==> config.mk <==
export PLATFORM = sky130hd
export DESIGN_NAME = scan_sequencer
export DESIGN_NICKNAME = d
export VERILOG_FILES = /design/src/rtl/scan_sequencer.sv
export SDC_FILE = /design/constraint.sdc
export NUM_CORES = 1
export LEC_CHECK = 0
export CORE_MARGIN = 3
export CORE_UTILIZATION = 60
export DETAILED_ROUTE_END_ITERATION = 7
export DONT_BUFFER_PORTS = 1
export PLACE_DENSITY = 0.83
export SYNTH_ARGS = -nofsm -noshare
export SYNTH_HDL_FRONTEND = slang
export SYNTH_SLANG_ARGS = --single-unit
==> constraint.sdc <==
create_clock -name clk -period 7.9 [get_ports clk]
set_clock_uncertainty 0.1 [all_clocks]
set_input_delay 1.185 -clock clk [delete_from_list [all_inputs] [get_ports clk]]
set_output_delay 1.185 -clock clk [all_outputs]
set_load 0.01 [all_outputs]
==> src/rtl/scan_sequencer.sv <==
// Two-dimensional affine address scan: one descriptor in, x_max*y_max addresses out, then a one-cycle done pulse.
// First address one cycle after acceptance, one address per cycle; addr/addr_last/counters hold while addr_ready is low.
module scan_sequencer #(
   parameter int WIDTH = 16
) (
   input  logic             clk,
   input  logic             rst_n,
   input  logic             cfg_valid,
   output logic             cfg_ready,
   input  logic [WIDTH-1:0] cfg_offset,
   input  logic [WIDTH-1:0] cfg_x_max,
   input  logic [WIDTH-1:0] cfg_y_max,
   input  logic [WIDTH-1:0] cfg_x_stride,
   input  logic [WIDTH-1:0] cfg_y_stride,
   input  logic             abort,
   output logic             addr_valid,
   input  logic             addr_ready,
   output logic [WIDTH-1:0] addr,
   output logic             addr_last,
   output logic             done,
   output logic             busy
);

   localparam logic [1:0] IDLE = 2'd0;
   localparam logic [1:0] RUN  = 2'd1;
   localparam logic [1:0] DONE = 2'd2;

   typedef struct packed {
      logic [WIDTH-1:0] x_max;
      logic [WIDTH-1:0] y_max;
      logic [WIDTH-1:0] x_stride;
      logic [WIDTH-1:0] y_stride;
   } desc_t;

   logic [1:0]       state;
   desc_t            desc;
   logic [WIDTH-1:0] x_cnt;
   logic [WIDTH-1:0] y_cnt;
   logic             x_wrap;
   logic             y_wrap;
   logic             beat;

   assign x_wrap = (x_cnt == desc.x_max - WIDTH'(1));
   assign y_wrap = (y_cnt == desc.y_max - WIDTH'(1));

   // Every output is a decode of registered state; nothing flows through from addr_ready or cfg_valid.
   assign cfg_ready  = (state == IDLE);
   assign addr_valid = (state == RUN);
   assign done       = (state == DONE);
   assign busy       = (state != IDLE);
   assign addr_last  = addr_valid && x_wrap && y_wrap;
   assign beat       = addr_valid && addr_ready;

   always_ff @(posedge clk or negedge rst_n) begin
      if (!rst_n) begin
         state <= IDLE;
         desc  <= '0;
         addr  <= '0;
         x_cnt <= '0;
         y_cnt <= '0;
      end else begin
         case (state)
            IDLE: begin
               if (cfg_valid) begin
                  desc.x_max    <= cfg_x_max;
                  desc.y_max    <= cfg_y_max;
                  desc.x_stride <= cfg_x_stride;
                  desc.y_stride <= cfg_y_stride;
                  addr          <= cfg_offset;
                  x_cnt         <= '0;
                  y_cnt         <= '0;
                  state         <= (cfg_x_max == '0 || cfg_y_max == '0) ? DONE : RUN;
               end
            end
            RUN: begin
               // Abort wins over a same-cycle beat: the consumer keeps it, nothing further is emitted.
               if (abort) begin
                  state <= IDLE;
                  desc  <= '0;
                  addr  <= '0;
                  x_cnt <= '0;
                  y_cnt <= '0;
               end else if (beat) begin
                  if (addr_last)
                     state <= DONE;
                  if (x_wrap) begin
                     addr  <= addr + desc.y_stride;
                     x_cnt <= '0;
                     y_cnt <= y_cnt + WIDTH'(1);
                  end else begin
                     addr  <= addr + desc.x_stride;
                     x_cnt <= x_cnt + WIDTH'(1);
                  end
               end
            end
            DONE: begin
               state <= IDLE;
               if (abort) begin
                  desc  <= '0;
                  addr  <= '0;
                  x_cnt <= '0;
                  y_cnt <= '0;
               end
            end
            default: state <= IDLE;
         endcase
      end
   end

endmodule

### Word level (Yosys, flattened, before mapping)

Index checks and enable logic that the tools add are counted.

* divide/modulo/power cells: 0
* reductions and logical operators: 15
* bitwise operators: 0
* eq/ne operators: 10
* multipliers: 0
* add/sub/neg operators: 6
* shifts and indexed selects: 0
* multiplexer cells: 24
* $lt $le $gt $ge: 0

Operators with widths (number)
* 16-bit 2-to-1 mux: 12
* 16-bit one-hot mux with 3 select lines: 3
* 64-bit 2-to-1 mux: 2
* 64-bit one-hot mux with 2 select lines: 1
* 16-bit by 1-bit adder with 16-bit output (second input constant): 2
* 16-bit adder: 2
* 16-bit == test: 2
* 16-bit zero test: 2
* 16-bit by 1-bit subtractor with 16-bit output (second input constant): 2
* 2-bit 2-to-1 mux: 5
* 3-bit by 2-bit != test with 1-bit output (second input constant): 3
* 3-bit AND reduction: 2
* 5-bit AND reduction: 1
* 2-bit != test (second input constant): 2
* 2-bit one-hot mux with 2 select lines: 1
* 4-bit AND reduction: 1
* 2-bit nonzero test: 2
* 1-bit logical AND: 3
* 3-bit nonzero test: 1
* 2-bit by 1-bit == test with 1-bit output (second input constant): 1
* 2-bit == test (second input constant): 1
* 2-bit zero test: 1
* 2-bit by 1-bit != test with 1-bit output (second input constant): 1
* 2-bit OR reduction: 1
* 1-bit logical OR: 1

* input port bits: 85
* memories: 0
* logic and storage cells: 63
* output and inout bits: 21
* memory bits (read-only): 0
* bits in latches: 0
* RAM bits: 0
* register bits after elaboration: 114

### Depth between registers and ports, before layout

* word-level depth: 8
* gate-level depth with buffers: 20
* mapped depth without buffers: 20

### Worst setup path after synthesis

No wires, ideal clock.

* path type: reg-to-reg
* from: register desc[48] in the netlist's numbering
* to: register addr[15]
* setup slack: 2.540 ns
* arrival time: 5.129 ns
* setup time: 0.131 ns
* cell stages (with the launch flop): 18
* buffers on the path: 0
* data required time: 7.669 ns
* period minus slack after synthesis: 5.360 ns
* path through: dfrtp_1 -> inv_1 -> ha_1 -> or4b_4 -> or3_4 -> o31ai_4 -> nand3b_2 -> or3_4 -> nor2_4 -> mux2_2 -> ha_1 -> a21o_1 -> a21o_1 -> a2111oi_0 -> o211ai_1 -> a311oi_1 -> and4b_1 -> or3_1

* cells in the longest elaborated chain, start to end: 6

Ends and longest elaborated chain
* from (decl): line 36 `desc_t desc;`
* 16-bit by 1-bit subtractor with 16-bit output: line 43 `assign x_wrap = (x_cnt == desc.x_max - WIDTH'(1));`
* 16-bit == test: line 43
* 16-bit 2-to-1 mux: line 86 `if (x_wrap) begin`
* 16-bit 2-to-1 mux: line 83 `end else if (beat) begin`
* 16-bit 2-to-1 mux: line 77 `if (abort) begin`
* 16-bit one-hot mux with 3 select lines: line 62 `case (state)`
* to (signal assigned): line 69 `addr <= cfg_offset;`
* to (signal assigned): line 87 `addr <= addr + desc.y_stride;`
* to (signal assigned): line 91 `addr <= addr + desc.x_stride;`
* to (decl): line 18 `output logic [WIDTH-1:0] addr,`

No other way between the ends. The select of a mux whose other input is x is not followed.
A chain may end at the register's enable or synchronous reset.

### Worst setup path after layout

Same ends and word-level chain as after synthesis.

==> results.json <==
{
  "cts_htree_levels": 4,
  "swShare_pct": 42.8,
  "grt_setup_unrepaired": "no",
  "grt_pass1_wl_um": 29300,
  "crit_chain": "inv_1, ha_1, or4b_4, or3_4, o31ai_2, nand3_2, or3_4, nor2_4, mux2_2, ha_1, a21o_1, a21o_1, a2111oi_0, o211ai_1, a311oi_1, and4b_1, or3_1",
  "synth_area_leader_cell": "dfrtp_1",
  "intPower_uw": 1830,
  "drtIter0Drc": 440,
  "ant_nets": 0,
  "hold_viol_final": 0,
  "vias_per_cell": 6.67,
  "post_cts_buffers": 0,
  "clk-insertion-delay-late_ps": 420,
  "required_ps": 8090,
  "power_density_nw_per_um2": 412,
  "cts_max_path_buffers": 2,
  "setup_viol": 0,
  "wl_um": 18300,
  "max_freq_mhz": 162,
  "hold_class": "input port to asynchronous set/reset pin",
  "clk_pin_slew_ps": 60,
  "irDropWorstVdd_v": 0.000248,
  "drive_gt1_share_pct": 9.00,
  "routabilityCongestion": 0.934,
  "yosys_warnings": 0,
  "die_h_um": 115,
  "fill_cells": 890,
  "cts_hold_buffers": 0,
  "p_seq_share_pct": 30.1,
  "crit_fanout": 17,
  "crit_type": "register to register",
  "comb_power_share_pct": 46.0,
  "place_ws_ps": 1770,
  "cts_buffers": 17,
  "timing.final.max_slew_violations": 0,
  "finalCriticalPeriod_ps": 6180,
  "ys_seq_area_share_pct": 40.0,
  "diodes": 0,
  "tightest_slew_ps": 1020,
  "max_stage_delay_ps": 760,
  "initial_utilization_pct": 61.9,
  "crit_buf_inv": 1,
  "setup_ws_ps": 1720,
  "synth_nets": 850,
  "p_sw_uw": 1370,
  "end_kind": "register",
  "core_um2": 11500,
  "synthTopCellsByArea": "dfrtp_1 40%, a22o_1 7.9%, ha_1 4.6%",
  "area_delta_synth_final_pct": 8.88,
  "num_vias": 5844,
  "fin_crit_sh_pct": 78.2,
  "worst_ep_arrival_time_ps": 6370,
  "setup.worst_path.start_class": "register",
  "synth_edf_count": 0,
  "num_io_pins": 106,
  "rows": 39,
  "io_buffers": 0,
  "yosys.area.top_type_share_pct": 40.0,
  "synth_area_um2": 7130,
  "drc_errors": 0,
  "slowest_stage": "a2111oi_0",
  "yosysUniqueCellTypes": 72,
  "die-width_um": 115,
  "cp_top_family": "simple AND/OR/NAND/NOR gates",
  "grt_pass1_vias": 5854,
  "root_buffer": "clkbuf_16",
  "synth-main-ff-cell": "dfrtp_1",
  "first_pass_iters": 5,
  "clkPwrFrac_pct": 23.8,
  "yosys_register_bits": 114,
  "max-slew-margin-rel_pct": 31.8,
  "syn_area_per_cell_um2": 9.66,
  "nets": 832,
  "dp_hpwl_um": 12700,
  "cts_tree": "built",
  "maxCapViolCount": 0,
  "ctsResizeCount": 0,
  "antenna_found_initial": 0,
  "avgRoutedWirePerCell_um": 20.9,
  "grt_max_degree": 115,
  "overflow": 0,
  "syn_inst": 738,
  "tns_ps": 0,
  "power.leakage_uw": 0.00342,
  "synthArstFlopShare_pct": 100,
  "clock-sinks": 114,
  "die-area_um2": 13200,
  "grt_usage_pct": 28.5,
  "status": "finished clean"
}
## metrics by stage
stage / cell area [µm²] / utilization (%) / hold WS (ps) / power, µW / instances
after floorplan: 7130 / - / 359 / 2070 / 738
after global placement: 7170 / 62.3 / 379 / 2330 / 844
after detailed placement: 7170 / 62.3 / 381 / 2390 / 844
after CTS: 7760 / 67.4 / 348 / 3180 / 876
after global routing: 7760 / 67.4 / 339 / 3400 / 876
final: 7760 / 67.4 / 360 / 3190 / 876
## routing by layer
metal / vias up / track usage (%) / wire length (µm)
met3: 28 / 10.3 / 1550
met5: - / 0 / 0
met2: 235 / 46.1 / 8610
met1: 2853 / 36.0 / 7790
li1: 2728 / - / -
met4: 0 / 8.76 / 316
## cell usage in the layout (no fill, tap or decap), types with 18 or more instances in the layout
cell type	n
nor4_1	18
ha_1	26
xnor2_1	35
o21ai_0	19
nand2_1	56
dfrtp_1	114
a21oi_1	24
a22o_1	64
xor2_1	28
nor2_1	66
## synth_stat cells (17+ instances only)
master    count
o21ai_0      20
xor2_1       28
dfrtp_1     114
nor4_1       18
nor2_1       67
nand3_1      17
nand2_1      57
a22o_1       64
a21oi_1      24
clkbuf_1     32
xnor2_1      35
ha_1         26
inv_1        17
## power groups by stage
stage / clock network, µW / registers (µW) / logic, µW
2_1_floorplan: 0 / 874 / 1190
3_3_place_gp: 0 / 953 / 1380
3_5_place_dp: 0 / 960 / 1430
4_1_cts: 769 / 957 / 1460
5_1_grt: 801 / 983 / 1620
6_report: 762 / 963 / 1470
## state kept, by name, indices dropped and copies added (netlist names)
signal  flops
addr       16
x_cnt      16
y_cnt      16
state       2
desc       64
## path summary, 6_finish.rpt
| check | from | to | slack, ps | cells past startpoint |
|---|---|---|---|---|
| hold reg to reg | desc[21] | desc[21] | 390 | 1 |
| setup reg to reg | desc[48] | addr[15] | 1720 | 17 |
| hold / removal | rst_n | desc[36] | 360 | 0 |
| min in group clk | desc[21] | desc[21] | 390 | 1 |
| max in group asynchronous | rst_n | desc[14] | 7150 | 0 |
| setup / recovery | desc[48] | addr[15] | 1720 | 17 |
## cell type report
type | count | area [µm²] | area share (%)
Inverter | 18 | 67.6 | 0.871
Clock inverter | 9 | 104 | 1.34
Tap cell | 143 | 179 | 2.31
Timing Repair Buffer | 4 | 30.0 | 0.387
Multi-Input combinational cell | 565 | 4040 | 52.1
Sequential cell | 114 | 2850 | 36.8
Clock buffer | 23 | 488 | 6.29
## kinds of logic (layout without fill, tap and decap cells)
family / after synthesis / after routing / share of synthesized area [%]
simple gates: 272 / 272 / 21.0
compound gates: 179 / 179 / 19.3
flops: 114 / 114 / 40.0
xor+xnor: 63 / 63 / 7.74
buf+inv: 59 / 54 / 3.49
fa+ha+maj: 27 / 27 / 4.84
mux: 24 / 24 / 3.65
## worst register-to-register path, delay by kind of cell (launching register included)
family	cells	cell delay, ps
compound gates	6	1970
fa+ha+maj	2	480
buf+inv	1	80
flops	1	430
mux	1	420
simple gates	7	2590
No activity file was read; power rests on OpenSTA's default activity.
